<file path="config.mk">
export PLATFORM = sky130hd
export DESIGN_NAME = dataless_eager_fork
export DESIGN_NICKNAME = d
export VERILOG_FILES = /design/src/rtl/dataless_eager_fork_register_block.sv /design/src/rtl/dataless_eager_fork.sv
export SDC_FILE = /design/constraint.sdc
export NUM_CORES = 1
export LEC_CHECK = 0
export ABC_AREA = 1
export BUFFER_PORTS_ARGS = -buffer_cell sky130_fd_sc_hd__buf_2
export CAP_MARGIN = 20
export CORE_AREA = 2 2 39 41
export DETAILED_ROUTE_END_ITERATION = 8
export DIE_AREA = 0 0 41 43
export SETUP_SLACK_MARGIN = 0.05
export SYNTH_ARGS = -nofsm -noshare
export SYNTH_HDL_FRONTEND = slang
export SYNTH_SLANG_ARGS = --single-unit
</file>
<file path="constraint.sdc">
create_clock -name clk -period 0.8 [get_ports clk]
set_input_delay 0.24 -clock clk [delete_from_list [all_inputs] [get_ports clk]]
set_output_delay 0.24 -clock clk [all_outputs]
set_load 0.02 [all_outputs]
</file>
<file path="src/rtl/dataless_eager_fork_register_block.sv">
// One fork leg: remembers whether its output already took the current token.
// Zero-latency valid/done; a leg that has fired ignores its ready until the input transfers.
module eager_fork_register_block (
  input  logic clk,
  input  logic rst,
  input  logic ins_valid,
  input  logic outs_ready,
  input  logic ins_transfer,
  output logic outs_valid,
  output logic done
);

  logic sent;

  assign outs_valid = ins_valid & ~sent;
  assign done       = sent | outs_ready;

  always_ff @(posedge clk or negedge rst) begin
    if (!rst) begin
      sent <= 1'b0;
    end else if (ins_transfer) begin
      sent <= 1'b0;
    end else if (outs_valid && outs_ready) begin
      sent <= 1'b1;
    end
  end

endmodule

</file>
<file path="src/rtl/dataless_eager_fork.sv">
// Eager fork: one dataless input token copied to SIZE outputs, each firing as soon as ready.
// Zero latency; input stalls until every output has accepted, ins_ready is combinational in outs_ready.
module dataless_eager_fork #(
  parameter int SIZE = 2
) (
  input  logic            clk,
  input  logic            rst,
  input  logic            ins_valid,
  output logic            ins_ready,
  output logic [SIZE-1:0] outs_valid,
  input  logic [SIZE-1:0] outs_ready
);

  logic [SIZE-1:0] done;
  logic            ins_transfer;

  generate
    if (SIZE < 2 || SIZE > 32) begin : g_bad_size
      $error("dataless_eager_fork: SIZE must be in 2..32");
    end
  endgenerate

  // ins_ready only looks at done, keeping ins_valid out of the ready path.
  assign ins_ready    = &done;
  assign ins_transfer = ins_valid & ins_ready;

  for (genvar i = 0; i < SIZE; i++) begin : g_leg
    eager_fork_register_block u_leg (
      .clk          (clk),
      .rst          (rst),
      .ins_valid    (ins_valid),
      .outs_ready   (outs_ready[i]),
      .ins_transfer (ins_transfer),
      .outs_valid   (outs_valid[i]),
      .done         (done[i])
    );
  end

endmodule
</file>
---- Word level (Yosys, flattened, before mapping) ----
Cells that the tools add are included.
Widths: inputs -> output; s select.
storage, ports and cells
  flip-flop bits (word level) ............. 2
  output and inout bits ................... 3
  input port bits ......................... 5
cells by class
  multiplexer cells ....................... 4
  bitwise operators ....................... 7
  reductions and logical operators ........ 5
operators with widths
  operator           number
  $mux 1             4
  $reduce_bool 2->1  2
  $and 1x1->1        3
  $logic_and 1x1->1  2
  $not 1->1          2
  $or 1x1->1         2
  $reduce_and 2->1   1

---- Logic depth before layout (Yosys ltp) ----
  depth after elaboration ................. 5
  depth in mapped cells ................... 5

---- Cells and area by module ----
From an unflattened synthesis, not the netlist that was laid out.
unflattened totals
  cells, all modules ...................... 20
  area, all modules ....................... 127.6 µm²
by module, submodules not included
  module                     times used  cells an instance  area an instance (µm²)  seq. area each (µm²)
  eager_fork_register_block  2           8                  55.1                    25.0
  dataless_eager_fork        1           4                  17.5                    0.0

---- Least setup slack after synthesis ----
No wires, ideal clock.
  kind .................................... reg2out
  start ................................... register g_leg[1].u_leg.sent
  end ..................................... output port ins_ready
  cell stages (with the launch flop) ...... 4
  slack ................................... -116 ps
  data arrival time ....................... 676 ps
  buffers on the path ..................... 0
  cell sequence ........................... dfrtp_1 inv_1 nand2_1 and2_1
on the way
  longest elaborated chain between the ends .. 2
ends and longest elaborated chain
  what                    line                                      text
  from (decl)             dataless_eager_fork_register_block.sv:13  logic sent;
  from (signal assigned)  dataless_eager_fork_register_block.sv:20  sent <= 1'b0;
  from (signal assigned)  dataless_eager_fork_register_block.sv:22  sent <= 1'b0;
  from (signal assigned)  dataless_eager_fork_register_block.sv:24  sent <= 1'b1;
  $or 1x1->1              dataless_eager_fork_register_block.sv:16  assign done = sent | outs_ready;
  $reduce_and 2->1        dataless_eager_fork.sv:24                 assign ins_ready = &done;
  to (decl)               dataless_eager_fork.sv:9                  output logic ins_ready,
No other way between the ends.

---- Final worst setup path ----
Ends and elaborated chain as after synthesis.

==> results_tabular.tex <==
\begin{tabular}{lr}
\hline
Metric & Value \\
\hline
\multicolumn{2}{l}{\textbf{Worst setup path}} \\
\quad Crit path capture type & output port \\
\quad Slowest cell on the critical path & sky130\_fd\_sc\_hd\_\_dfrtp\_1 \\
\quad Peak fanout along the critical path & 2 \\
\quad Required time of the critical path & between 500 and 600 ps \\
\quad Worst Setup Path Type & reg2out \\
\quad Cells along the critical path & inv\_2, nand2\_2, and2\_4, buf\_6 \\
\quad Startpoint class of the critical path & flop \\
\quad Biggest cell delay along the critical path & approximately 370 ps \\
\quad Critical Path AT & 970 ps \\
\multicolumn{2}{l}{\textbf{STA}} \\
\quad Sum of negative setup slack & -1374 ps \\
\quad Number of slew-limit violations in the final report & 0 \\
\quad Shortest period the worst path allows & about 1200 ps \\
\quad Post-route worst setup slack & -410.9 ps \\
\quad Post-route fraction of the period consumed by the critical path & 151.4\% \\
\quad Setup Viol. Count Final & 5 \\
\quad Hold violation total from the final report & 0 \\
\quad Highest clock rate & between 800 and 900 MHz \\
\quad Setup repair after global routing missed its margin & true \\
\quad Worst max-slew margin expressed relative to the limit & around 93\% \\
\quad Worst-Margin Slew & approximately 110 ps \\
\quad Setup Skew & around 0.86 ps \\
\multicolumn{2}{l}{\textbf{Route}} \\
\quad Initial DRC Count & 1 \\
\quad DRC violation count after routing & 0 \\
\quad Count of vias placed by the detailed router & $\sim$180 \\
\quad Final wirelength & 319 um \\
\quad ANT nets after route & 0 \\
\quad Post-detailed-route wirelength per cell & 5.907 um \\
\quad Vias per Instance & between 3 and 4 \\
\quad First-pass iteration count of the detailed router & 2 \\
\multicolumn{2}{l}{\textbf{Placed design}} \\
\quad Weighted congestion at the end of routability-driven global placement & 0.4408 \\
\quad Pre-CTS setup slack & -212.8 ps \\
\quad Port buffer count & 7 \\
\quad Total placed cells including tap cells & 47 \\
\quad Post-place instance area & $\sim$220 um2 \\
\multicolumn{2}{l}{\textbf{Clock network}} \\
\quad Clock transition at the registers of the reported paths & 30 ps \\
\quad Clock latency reported for the late side of the worst-skew pair & 220 ps \\
\quad Inserted Clock Buffers & 3 \\
\quad Cell at the root of the clock tree & sky130\_fd\_sc\_hd\_\_clkbuf\_4 \\
\quad Total number of clock tree sinks & 2 \\
\quad Number of levels the H-tree was split into & 1 \\
\quad Clock tree from TritonCTS & done \\
\quad Longest Clk Path Bufs & 2 \\
\multicolumn{2}{l}{\textbf{Die}} \\
\quad Die width & between 40 and 50 um \\
\quad Core region area & between 1000 and 1500 um2 \\
\quad Top-Level Pins & 8 \\
\quad Chip Height & 43 um \\
\quad Full die area & 1763 um2 \\
\quad Initial cell density of the core & 10.04\% \\
\quad Cell row count & 14 \\
\multicolumn{2}{l}{\textbf{Cells and area}} \\
\quad Final non-filler cell total & 54 \\
\quad Ratio of cells with drive above 1 in the final layout & 71.05\% \\
\quad Antenna fix cells & 0 \\
\quad Register bank with the most flops & g\_leg.u\_leg.sent \\
\quad Top flop regs & g\_leg.u\_leg.sent (2) \\
\quad Post-route standard cell area excluding fillers & just over 300 um2 \\
\quad Fill cell total of the finished layout & $\sim$160 \\
\quad Max reg flops & 2 \\
\quad Relative area change from synthesis to final layout & 117.1\% \\
\quad Net count reported at finish & 45 \\
\multicolumn{2}{l}{\textbf{Synthesis}} \\
\quad Largest area contributor in the netlist & sky130\_fd\_sc\_hd\_\_dfrtp\_1 \\
\quad Leading cell types by total area after synthesis & sky130\_fd\_sc\_hd\_\_dfrtp\_1, sky130\_fd\_sc\_hd\_\_buf\_4, sky130\_fd\_sc\_hd\_\_inv\_1, sky130\_fd\_sc\_hd\_\_nand2\_1, sky130\_fd\_sc\_hd\_\_inv\_2 \\
\quad Syn nets & 26 \\
\quad Post-synthesis register bit count & 2 \\
\quad Share of synthesized area occupied by flip-flops and latches & a little over a third \\
\quad Area share of the largest cell type after synthesis & approximately 36\% \\
\quad Gate count of the mapped netlist & 21 \\
\quad Synthesized cell area & about 140 um2 \\
\quad Distinct cell type count of the synthesized netlist & 10 \\
\quad Yosys warning count & 0 \\
\quad Synth Area per Inst & between 6 and 7 um2 \\
\multicolumn{2}{l}{\textbf{Worst hold path}} \\
\quad Classification of the worst-slack hold path & in2async \\
\multicolumn{2}{l}{\textbf{Power and ir drop}} \\
\quad Power, Total & between 0.6 and 0.7 mW \\
\quad Lkg Pwr & roughly 0.17 nW \\
\quad Power Dens Cells & around 2000 nW/um2 \\
\quad Maximum resistive drop on vdd & between 0.2 and 0.3 mV \\
\multicolumn{2}{l}{\textbf{Run status}} \\
\quad Status & complete, but fails checks \\
\quad Failing checks & negative setup slack \\
\multicolumn{2}{l}{\textbf{GRT}} \\
\quad Via count of the first global-routing pass & 160 \\
\quad Global Route Usage Sum & under 10\% \\
\quad First-pass GRT wire length & slightly below 500 um \\
\quad Global route total overflow & 0 \\
\quad Pin count of the biggest net entering global routing & 4 \\
\quad Number of antenna violations at the first check in global routing & 0 \\
\multicolumn{2}{l}{\textbf{Flow run}} \\
\quad Number of maximum-capacitance violations & 0 \\
\hline
\end{tabular}
## cell families after synthesis
family                 Yosys count  synth area share (%)
and+or+nand+nor                  8                 24.32
DFF                              2                 36.04
AOI/OAI and AO/OA                2                 9.908
buffers and inverters            9                 29.72
## path summary, 6_finish.rpt
path / from / to / slack, ps / cells after the start
min in group clk: outs_ready[1] / g_leg[1].u_leg.sent / 420 / 6
min: rst / g_leg[1].u_leg.sent / 330 / 2
max reg2reg: g_leg[0].u_leg.sent / g_leg[0].u_leg.sent / -170 / 7
max: g_leg[1].u_leg.sent / ins_ready / -410 / 4
min reg2reg: g_leg[1].u_leg.sent / g_leg[1].u_leg.sent / 590 / 4
max in group asynchronous: rst / g_leg[0].u_leg.sent / 370 / 2
## Yosys cell counts, drive strengths merged
master  n
nor2    2
o21ai   2
nand3   1
dfrtp   2
buf     2
nand2   4
inv     7
and2    1
## where the power goes
group / internal (mW) / switching, mW
Clock: 0.166 / 0.0577
Sequential: 0.122 / 0.0127
Combinational: 0.139 / 0.110
Total: 0.427 / 0.181
## per-layer routing
layer | global-route usage [%] | vias up | share of wire, % | wire (um)
met5 | 0 | - | 0 | 0
met4 | 6.000 | 0 | 0 | 0
met3 | 3.141 | 0 | 7.5 | 24
met2 | 7.187 | 7 | 57 | 182
met1 | 2.556 | 82 | 35 | 112
li1 | - | 92 | - | -
## stage by stage
| step | utilization [%] | hold slack (ps) |
|---|---|---|
| 6_report | 21.79 | 331.5 |
| 5_1_grt | 21.79 | 326.5 |
| 4_1_cts | 20.25 | 318.7 |
| 3_5_place_dp | 16.00 | 28.08 |
| 3_3_place_gp | 16.00 | 27.67 |
| 2_1_floorplan | - | -55.59 |
## placed cells by master, fill, tap and decap left out, drive strengths merged
cell type | Yosys | layout
and2 | 1 | 1
buf | 2 | 15
clkbuf | 0 | 3
dfrtp | 2 | 2
dlygate4sd3 | 0 | 1
inv | 7 | 7
nand2 | 4 | 4
nand3 | 1 | 1
nor2 | 2 | 2
o21ai | 2 | 2
## worst max-delay path, delay by kind of cell (launching register included)
| family | cells | cell delay [ps] |
|---|---|---|
| buffers and inverters | 2 | 180 |
| and+or+nand+nor | 2 | 190 |
| DFF | 1 | 370 |
## repair_timing
item | CTS | global route
setup buffers | 2 | 1
resized for setup | 4 | 5
pin swaps | 1 | 1
endpoints found under the hold margin | 2 | 0
hold buffers | 1 | 0
setup endpoints to repair | 5 | 5
## area by class of cell
class	count	area [um2]	share of cell area, %
Sequential cell	2	50.05	16.60
Timing Repair Buffer	16	120.1	39.83
Tap cell	16	20.02	6.639
Multi-Input combinational cell	10	62.56	20.75
Clock buffer	3	22.52	7.469
Inverter	7	26.28	8.714
No activity file was read; power rests on OpenSTA's default activity.
